## src/rtl/uart_pkg.sv

```systemverilog
// rtl/uart_pkg.sv - shared UART frame constants, receiver states and divider helper
package uart_pkg;

  localparam int FRAME_BITS = 11;
  localparam int DATA_BITS  = 8;
  localparam int START_IDX  = 0;
  localparam int PAR_IDX    = 9;
  localparam int STOP_IDX   = 10;

  typedef enum logic [2:0] {IDLE, START, DATA, PARITY, STOP, WAIT_HI} state_t;

  // Bit period in clocks for divider setting div: (div >> 1) + 1, range 1..8.
  function automatic logic [3:0] bit_period(input logic [3:0] div);
    return {1'b0, div[3:1]} + 4'd1;
  endfunction

endpackage

```

## src/rtl/uart_rx_sync.sv

```systemverilog
// rtl/uart_rx_sync.sv - rxd synchronizer chain with falling-edge detect on the synchronized line
module uart_rx_sync #(
  parameter int SYNC_STAGES = 2
) (
  input  logic clk,
  input  logic rst_n,
  input  logic rxd,
  output logic rx_s,
  output logic fall
);

  logic [SYNC_STAGES-1:0] sync_q;

  always_ff @(posedge clk or negedge rst_n) begin
    if (!rst_n) sync_q <= '1;
    else        sync_q <= {sync_q[SYNC_STAGES-2:0], rxd};
  end

  assign rx_s = sync_q[SYNC_STAGES-1];
  // Flags the 1->0 step of rx_s in the cycle before it lands, so START begins on rx_s's first low cycle.
  assign fall = rx_s & ~sync_q[SYNC_STAGES-2];

endmodule

```

## src/rtl/uart_receiver.sv

```systemverilog
// rtl/uart_receiver.sv - 8E1 UART receiver with ack handshake; parity check enabled by UART_RX_PARITY_CHECK_EN
module uart_receiver
  import uart_pkg::*;
#(
  parameter int SYNC_STAGES = 2
) (
  input  logic                 clk,
  input  logic                 rst_n,
  input  logic [3:0]           n,
  input  logic                 rxd,
  output logic [DATA_BITS-1:0] data,
  output logic                 data_valid,
  input  logic                 data_ack,
  output logic                 parity_err,
  output logic                 frame_err,
  output logic                 overrun,
  output logic                 busy
);

  state_t               state_q, state_d;
  logic                 rx_s, fall, sample;
  logic [3:0]           p_q, cnt_q, half;
  logic [2:0]           idx_q;
  logic [DATA_BITS-1:0] shift_q;
  logic                 stop_q, commit_q;
`ifdef UART_RX_PARITY_CHECK_EN
  logic                 par_q;
`endif

  uart_rx_sync #(.SYNC_STAGES(SYNC_STAGES)) u_sync (
    .clk  (clk),
    .rst_n(rst_n),
    .rxd  (rxd),
    .rx_s (rx_s),
    .fall (fall)
  );

  assign half   = p_q >> 1;
  assign sample = (cnt_q == half);
  assign busy   = (state_q != IDLE);

  always_ff @(posedge clk or negedge rst_n) begin
    if (!rst_n) state_q <= IDLE;
    else        state_q <= state_d;
  end

  always_comb begin
    state_d = state_q;
    case (state_q)
      IDLE:    if (fall) state_d = START;
      START:   if (sample) state_d = rx_s ? IDLE : DATA;
      DATA:    if (sample && idx_q == 3'(DATA_BITS - 1)) state_d = PARITY;
      PARITY:  if (sample) state_d = STOP;
      STOP:    if (sample) state_d = rx_s ? IDLE : WAIT_HI;
      WAIT_HI: if (rx_s) state_d = IDLE;
      default: state_d = IDLE;
    endcase
  end

  // cnt restarts on the START edge so cnt==half falls mid-bit for every bit of the frame.
  always_ff @(posedge clk or negedge rst_n) begin
    if (!rst_n) begin
      p_q      <= 4'd1;
      cnt_q    <= '0;
      idx_q    <= '0;
      shift_q  <= '0;
      stop_q   <= 1'b1;
      commit_q <= 1'b0;
`ifdef UART_RX_PARITY_CHECK_EN
      par_q    <= 1'b0;
`endif
    end else begin
      commit_q <= (state_q == STOP) && sample;
      if (state_q == IDLE && fall) begin
        p_q   <= bit_period(n);
        cnt_q <= '0;
      end else if (cnt_q == p_q - 4'd1) begin
        cnt_q <= '0;
      end else begin
        cnt_q <= cnt_q + 4'd1;
      end
      if (sample) begin
        case (state_q)
          START: idx_q <= '0;
          DATA: begin
            shift_q[idx_q] <= rx_s;
            idx_q          <= idx_q + 3'd1;
          end
`ifdef UART_RX_PARITY_CHECK_EN
          PARITY: par_q <= rx_s;
`endif
          STOP: stop_q <= rx_s;
          default: ;
        endcase
      end
    end
  end

  always_ff @(posedge clk or negedge rst_n) begin
    if (!rst_n) begin
      data       <= '0;
      data_valid <= 1'b0;
      parity_err <= 1'b0;
      frame_err  <= 1'b0;
      overrun    <= 1'b0;
    end else if (commit_q) begin
      data       <= shift_q;
      frame_err  <= ~stop_q;
`ifdef UART_RX_PARITY_CHECK_EN
      parity_err <= ^{shift_q, par_q};
`else
      parity_err <= 1'b0;
`endif
      // An ack landing with the commit retires the old byte, so only an unacked byte overruns.
      if (data_valid) overrun <= ~data_ack;
      data_valid <= 1'b1;
    end else if (data_valid && data_ack) begin
      data_valid <= 1'b0;
      overrun    <= 1'b0;
    end
  end

endmodule

```

## config.mk

```make
export PLATFORM = sky130hd
export DESIGN_NAME = uart_receiver
export DESIGN_NICKNAME = d
export VERILOG_FILES = /design/src/rtl/uart_pkg.sv /design/src/rtl/uart_rx_sync.sv /design/src/rtl/uart_receiver.sv
export SDC_FILE = /design/constraint.sdc
export NUM_CORES = 1
export LEC_CHECK = 0
export ABC_AREA = 1
export BUFFER_PORTS_ARGS = -buffer_cell sky130_fd_sc_hd__buf_2
export CAP_MARGIN = 20
export CORE_MARGIN = 4
export CORE_UTILIZATION = 54
export DETAILED_ROUTE_END_ITERATION = 10
export PLACE_DENSITY = 0.74
export SLEW_MARGIN = 20
export SYNTH_ARGS = -nofsm -noshare
export SYNTH_HDL_FRONTEND = slang
export SYNTH_HIERARCHICAL = 1
export SYNTH_SLANG_ARGS = --single-unit
```

## constraint.sdc

```tcl
create_clock -name clk -period 1.8 [get_ports clk]
set_input_delay 0.27 -clock clk [delete_from_list [all_inputs] [get_ports clk]]
set_output_delay 0.27 -clock clk [all_outputs]
set_load 0.05 [all_outputs]
```

After elaboration in Yosys (flattened, before gate mapping)
Cells that the tools add are included.

word-level totals
  ROM bits = 0
  memory bits (writable) = 0
  output and inout port bits = 13
  register bits after elaboration = 37
  memories = 0
  word-level logic and storage cells = 70
  latch bits = 0

cells by class
  divide/modulo/power cells = 0
  bitwise gates (word level) = 4
  muxes and demuxes = 19
  magnitude comparators = 2
  reductions and logical operators = 14
  $add $sub $neg = 4
  eq/ne operators = 15
  $mul = 0
  shift operators = 0

operators by type and width
  cell                                                               number
  2-to-1 mux 3 bit                                                   7
  one-hot mux 3 bit (6 select lines)                                 1
  != test 2 bit, second input constant                               6
  equality test 3 bit, second input constant                         3
  bitwise mux 8 bit                                                  1
  2-to-1 mux 4 bit                                                   2
  AND reduction 2 bit                                                4
  equality test 3 x 2 -> 1 bit, second input constant                2
  one-hot mux 3 bit (2 select lines)                                 1
  AND reduction 6 bit                                                1
  logical AND 1 bit                                                  5
  2-to-1 mux 1 bit                                                   5
  adder 3 x 1 -> 4 bit, second input constant                        1
  adder 4 x 1 -> 4 bit, second input constant                        1
  equality test 4 x 3 -> 1 bit                                       1
  equality test 4 bit                                                1
  < comparator 3 x 4 -> 1 bit, second input constant                 1
  nonzero test 2 bit                                                 2
  subtractor 4 x 1 -> 4 bit, second input constant                   1
  adder 3 x 1 -> 3 bit, second input constant                        1
  demux 1 bit (select 3 bit)                                         1
  equality test 3 x 1 -> 1 bit, second input constant                1
  greater-or-equal comparator 3 x 1 -> 1 bit, second input constant  1
  zero test 3 bit                                                    1
  5 further kinds                                                    7

Longest topological paths before layout
Gate-level depths: netlist of the first run.

  depth in word-level cells = 5
  depth in mapped cells = 10

Modules after synthesis
The synthesis of the first run kept the hierarchy.

by module, submodules not included
  module         sequential area each (um^2)  instances  cells an instance  area each (um^2)
  uart_receiver  878.3                        1          246                1846.8
  uart_rx_sync   52.6                         1          4                  62.6

Worst setup path after synthesis of the first run
OpenSTA, ideal clock, no wires.

  path kind = flip-flop to flip-flop
  start = register state_q[0]
  end = register p_q[2]
  buffers on the path = 0
  data arrival time = 1.540 ns
  slack = 0.137 ns
  cell stages (with the launch flop) = 7
  cell sequence = dfrtp_1 -> inv_1 -> nand3_1 -> nor2_4 -> inv_1 -> nand2_1 -> o21ai_1

between the ends
  longest elaborated chain between the ends = 2

ends and longest elaborated chain
  element                 RTL line             RTL
  from (decl)             uart_receiver.sv:20  state_t state_q, state_d;
  from (signal assigned)  uart_receiver.sv:44  else state_q <= state_d;
  zero test 3 bit         uart_receiver.sv:74  if (state_q == IDLE && fall) begin
  logical AND 1 bit       uart_receiver.sv:74
  to (signal assigned)    uart_receiver.sv:75  p_q <= bit_period(n);
  to (decl)               uart_receiver.sv:22  logic [3:0] p_q, cnt_q, half;

No other way between the ends.
A chain may end at the register's enable or synchronous reset.

Worst setup path after layout of the first run
  start = register state_q[1]
  end = output port busy

between the ends
  longest elaborated chain between the ends = 1

ends and longest elaborated chain
  element             RTL line             RTL
  nonzero test 3 bit  uart_receiver.sv:40  assign busy = (state_q != IDLE);
  to (decl)           uart_receiver.sv:17  output logic busy

No other way between the ends.

==> results.toml, run 1 <==
[drt]
via_per_inst = 4.726
drt_iter0_markers = 126
wl_per_cell_um = 10.56
num_vias = 1517
antenna_left = 0
drtPass1Iterations = 4
drc_errors = 0
drt_wl_total_mm = 3.390

[power]
p_clk_frac = 0.222
seqPwrFrac = 0.378
leakage_uw = 0.001249
vdd_drop_max_mv = 1.032
power_frac_comb = 0.401
fin_total_pwr_uw = 3304
power.density_nw_per_um2 = 1521
internal_power_uw = 1913
p_switching_uw = 1391
swShare = 0.4210

[yosys]
synth-seq-cells = 37
synthArstFlopShare = 1.000
yosysWarnings = 6
synth.net_count = 263
yosysUniqueCellTypes = 26
synth_area_leaders = "dfrtp_1 43%, nand2_1 21%, inv_1 5.7%, dfstp_2 5.5%, nand3_1 5.0%"
netlist_instances = 250
seq_area_frac_synth = 0.4875
syn_area_per_cell_um2 = 7.637
yosysTopAreaCell = "dfrtp_1"
synth_ff_type = "dfrtp_1"
synth_area_um2 = 1909
synth.top_cell.area_share = 0.4325
synth_edf_count = 0

[sta]
finalHoldViolCount = 0
finalSetupViolations = 0
clock_skew_ns = 0.006012
min_period_ns = 1.695
fmax_ghz = 0.5898
rsz0062_at_grt = "false"
setup_tns_ns = 0
finalCritPeriodShare = 0.9419
slew_violations = 0
final.setup.worst_slack_ns = 0.1046

[final_layout]
num-fill-cells = 307
diodes = 0
synthToLayoutAreaGrowth_pct = 13.76
multi_input_area_um2 = 830.8
nNetsFinal = 287
seq_area_um2 = 932.1
mostFrequentLayoutCell = "nand2_1"
final_cell_mix = "108 x nand2_1, 32 x dfrtp_1, 29 x inv_1"
drive_gt1_frac = 0.1636

[worst_setup_path]
endpoint_kind = "primary output"
critical_path.max_fanout = 7
crit_required_ns = 1.53
worst_ep_arrival_time_ns = 1.43
crit_type = "reg -> out"
critPathLaunchType = "register"

[placed_design]
dp_slack_ns = 0.1136
dp_hpwl_mm = 2.369
io_buffer_count = 18
globalplace.congestion = 0.8499

[worst_hold_path]
hold_path.class = "in -> reg"

[cts]
max-clock-path-buffers = 2
cts_root_buf = "clkbuf_4"
cts_setup_buffers = 0
clk_latency_ns = 0.35
clk_pin_slew_worst_paths_ns = 0.12
cts_tree = "built"
cts_buffers = 5
htreeDepth = 2
clock-sinks = 37

[grt]
grt_pass1_wl_mm = 5.934
grt_pass1_vias = 1388
antenna_found_initial = 0
overflow = 0
grt_max_degree = 38
grt_util_all_layers = 0.1752

[floorplanning]
pin_count = 21
die_w_um = 67.46
row_count = 21
design.core.area_um2 = 3363
die_area_um2 = 4551
die_y_um = 67.46
start_util = 0.5677

[outcome]
outcome = "complete, no violations"

[job]
drv_cap = 0
-- sequential cells by signal (all words and copies together), names as in the netlist --
register	count
idx_q	3
frame_err	1
shift_q	8
u_sync/sync_q	2
overrun	1
p_q	4
state_q	3
data	8
data_valid	1
commit_q	1
cnt_q	4
stop_q	1
-- power groups by stage --
stage / clock [uW] / combinational, uW / sequential (uW)
floorplan: 0 / 983 / 1290
global placement: 0 / 1230 / 1250
detailed placement: 0 / 1270 / 1260
CTS: 750 / 1290 / 1240
global route: 784 / 1500 / 1280
finish: 733 / 1320 / 1250
-- cells in the mapped netlist (2+ instances only) --
cell      instances
nand2_1         108
dfrtp_1          33
inv_1            29
nand3_1          19
nor2_1           14
o21ai_0           8
ha_1              5
nor3_1            5
dfstp_2           4
inv_2             3
clkbuf_1          2
nand4_1           2
nor2_2            2
nor2_4            2
o21ai_1           2
xnor2_1           2
-- final cells by class --
class / instances / area share
clock buffers: 5 / 0.01728
clock inverters: 3 / 0.03168
inverters: 32 / 0.05530
multi-input cells: 176 / 0.3825
flip-flops and latches: 37 / 0.4291
well taps: 46 / 0.02650
repair buffers: 22 / 0.05760
-- critical path, stage by stage, from the launching register on --
cell and delay [ns]:
dfrtp_1 0.49, inv_1 0.13, nand3_1 0.17, buf_2 0.29
-- metal layers --
| metal | share of wire | track usage | up-vias |
|---|---|---|---|
| met2 | 0.45 | 0.2770 | 23 |
| met1 | 0.49 | 0.2263 | 670 |
| met3 | 0.048 | 0.05491 | 9 |
| met4 | 0.020 | 0.06076 | 0 |
| met5 | 0 | 0 | - |
| li1 | - | - | 815 |
-- timing repair --
item                       CTS  global route
setup endpoints to repair    0             5
resized for setup            0             3
hold buffers                 2             0
hold endpoints to repair    34             0
-- logic make-up after synthesis --
family | synth area share
AND/OR/NAND/NOR | 0.3526
adder cells (fa/ha/maj) | 0.03277
XOR/XNOR | 0.01376
buffers and inverters | 0.08125
other | 0.001964
AO/OA/AOI/OAI | 0.03015
flip-flops | 0.4875
-- path summary, 6_finish.rpt --
kind | startpoint | to | cells past startpoint | slack, ns
max reg2reg | p_q[0] | cnt_q[3] | 10 | 0.15
min | data_ack | data_valid | 2 | 0.10
min in group asynchronous | rst_n | state_q[2] | 3 | 0.48
max | state_q[1] | busy | 3 | 0.10
max in group asynchronous | rst_n | stop_q | 3 | 0.98
min reg2reg | u_sync/sync_q[0] | u_sync/sync_q[1] | 0 | 0.38
-- per-stage QoR --
stage	hold WS, ns	area (um2)	utilization	std cells
after global placement	0.3373	2037	0.6057	311
after global routing	0.08894	2172	0.6458	321
after detailed placement	0.3379	2037	0.6057	311
after CTS	0.09305	2163	0.6432	321
final	0.1004	2172	0.6458	321
after floorplan	-0.02559	1909	-	250
Note: power is estimated with default switching activity, not from simulation.
==> inputs of run 2 (changes only) <==
PLACE_DENSITY = 0.84   (was 0.74)
==> run 2 against run 1 <==
Effect of this change:
- routed wire length fell by 2.4%
- via count rose by 1.8%
- die area did not move
- clock-buffer cell count did not move
==> results.toml, run 2 (synthesis results as in run 1) <==
[worst_setup_path]
rr_worst_depth = 10
worst_ep_arrival_time_ns = 1.42
ff2ff_setup_slack_ns = 0.19
critical_path.cell_chain = "inv_1 -> nand3_1 -> buf_2"
max_stage_delay_ns = 0.49
crit_type = "reg -> out"
reg2reg_to = "cnt_q[0]"
endpoint_kind = "primary output"
r2r_start = "p_q[0]"
critPathBufInv = 2
critPathLaunchType = "register"
critical_path.max_fanout = 7
crit_required_ns = 1.53
critPathSlowestCell = "dfrtp_1"
cp_top_family = "flip-flops"

[final_layout]
diodes = 0
nNetsFinal = 287
synthToLayoutAreaGrowth_pct = 11.47
drive_gt1_frac = 0.1636
final_cell_mix = "108 x nand2_1, 32 x dfrtp_1, 29 x inv_1"
finish.instance_area_um2 = 2128
mostFrequentLayoutCell = "nand2_1"
num-fill-cells = 309
utilization = 0.6328
layoutNonFillerInstCount = 321
reg_top3 = "data: 8 flops, shift_q: 8 flops"

[drt]
via_per_inst = 4.810
antenna_left = 0
drtPass1Iterations = 4
drc_errors = 0
wl_per_cell_um = 10.31
drt_wl_total_mm = 3.308
num_vias = 1544
drt_iter0_markers = 81

[power]
p_switching_uw = 1357
p_clk_frac = 0.143
power_frac_comb = 0.436
leakage_uw = 0.001228
seqPwrFrac = 0.421
fin_total_pwr_uw = 2978
power.density_nw_per_um2 = 1399
vdd_drop_max_mv = 0.8748
swShare = 0.4556
internal_power_uw = 1621

[floorplanning]
die_w_um = 67.46
design.core.area_um2 = 3363
row_count = 21
pin_count = 21
start_util = 0.5677
die_y_um = 67.46
die_area_um2 = 4551

[sta]
fmax_ghz = 0.5924
min_period_ns = 1.688
finalCritPeriodShare = 0.9378
slew_violations = 0
finalSetupViolations = 0
finalHoldViolCount = 0
rsz0062_at_grt = "false"
clock_skew_ns = 0.004498
setup_tns_ns = 0

[cts]
clock-sinks = 37
clk_latency_ns = 0.34
htreeDepth = 2
cts_setup_buffers = 0
clk_pin_slew_worst_paths_ns = 0.11
cts_root_buf = "clkbuf_4"
cts_buffers = 5
max-clock-path-buffers = 2
cts_tree = "built"

[grt]
antenna_found_initial = 0
grt_util_all_layers = 0.1722
overflow = 0
grt_pass1_wl_mm = 5.823
grt_pass1_vias = 1337
grt_max_degree = 38

[worst_hold_path]
holdCritStartpoint = "data_ack"
min_path_cells = 2
hold_path.class = "in -> reg"
holdPathEnd = "data_valid"

[placed_design]
place_inst = 311
postPlaceCellArea_um2 = 2049
dp_hpwl_mm = 2.417
globalplace.congestion = 0.8217
io_buffer_count = 18

[job]
drv_cap = 0

[outcome]
outcome = "complete, no violations"
## run 2: cell count changes in the layout (fill, tap and decap cells not counted)
cell / previous run / this run
nor2_2: 2 / 3
buf_12: 0 / 1
nor2_4: 3 / 2
inv_6: 1 / 0
buf_4: 2 / 1
bufinv_16: 2 / 0
clkinv_2: 0 / 2
clkinvlp_4: 0 / 1
## run 2: per-layer routing
layer  global-route usage  wire, um  vias to the layer above  share of wire
met1               0.2310      1547                      703           0.47
met4              0.07342        68                        0          0.021
met5                    0         0                        -              0
li1                     -         -                      811              -
met3              0.04992       121                        7          0.037
met2               0.2588      1571                       23           0.47
## run 2: worst reg2reg max path, stage by stage, from the launching register on
cell	delay [ns]
dfstp_2	0.57
inv_1	0.07
ha_1	0.32
inv_1	0.06
nand2_1	0.04
nand2_1	0.06
nand2_1	0.04
inv_1	0.04
nand2_1	0.05
nor2_2	0.19
nor3_1	0.07
## run 2: cell type report
type,count,area [um2],share of cell area
clock inverter,3,17.52,0.008230
clock buffer,5,37.54,0.01764
tap,46,57.56,0.02704
timing repair buffer,22,137.6,0.06467
multi-input combinational,176,825.8,0.3880
inverter,32,120.1,0.05644
sequential,37,932.1,0.4380
## run 2: how the worst max path moves through the flow
stage | from | to | slack [ns] | depth (start not counted)
floorplan | state_q[0] | p_q[2] | 0.14 | 6
global placement | p_q[0] | cnt_q[2] | 0.22 | 10
detailed placement | p_q[0] | cnt_q[3] | 0.16 | 10
CTS | state_q[0] | busy | 0.08 | 3
global route | state_q[1] | busy | 0.008 | 3
finish | state_q[1] | busy | 0.11 | 3
## run 2: timing repair
action	in CTS	in global routing
hold buffers	2	0
endpoints found under the hold margin	34	0
setup endpoints to repair	0	5
gates resized for setup	0	2
## run 2: power groups by stage
stage | Sequential, uW | Clock, uW | Combinational (uW)
floorplan | 1290 | 0 | 983
global placement | 1250 | 0 | 1230
detailed placement | 1260 | 0 | 1280
CTS | 1250 | 437 | 1300
global route | 1280 | 478 | 1500
finish | 1250 | 426 | 1300
## run 2: through the flow
stage / hold slack [ns] / setup slack [ns]
6_report: 0.1331 / 0.1120
5_1_grt: 0.1190 / 0.008447
4_1_cts: 0.1280 / 0.08355
3_5_place_dp: 0.2457 / 0.1643
3_3_place_gp: 0.2450 / 0.2189
2_1_floorplan: -0.02559 / 0.1374
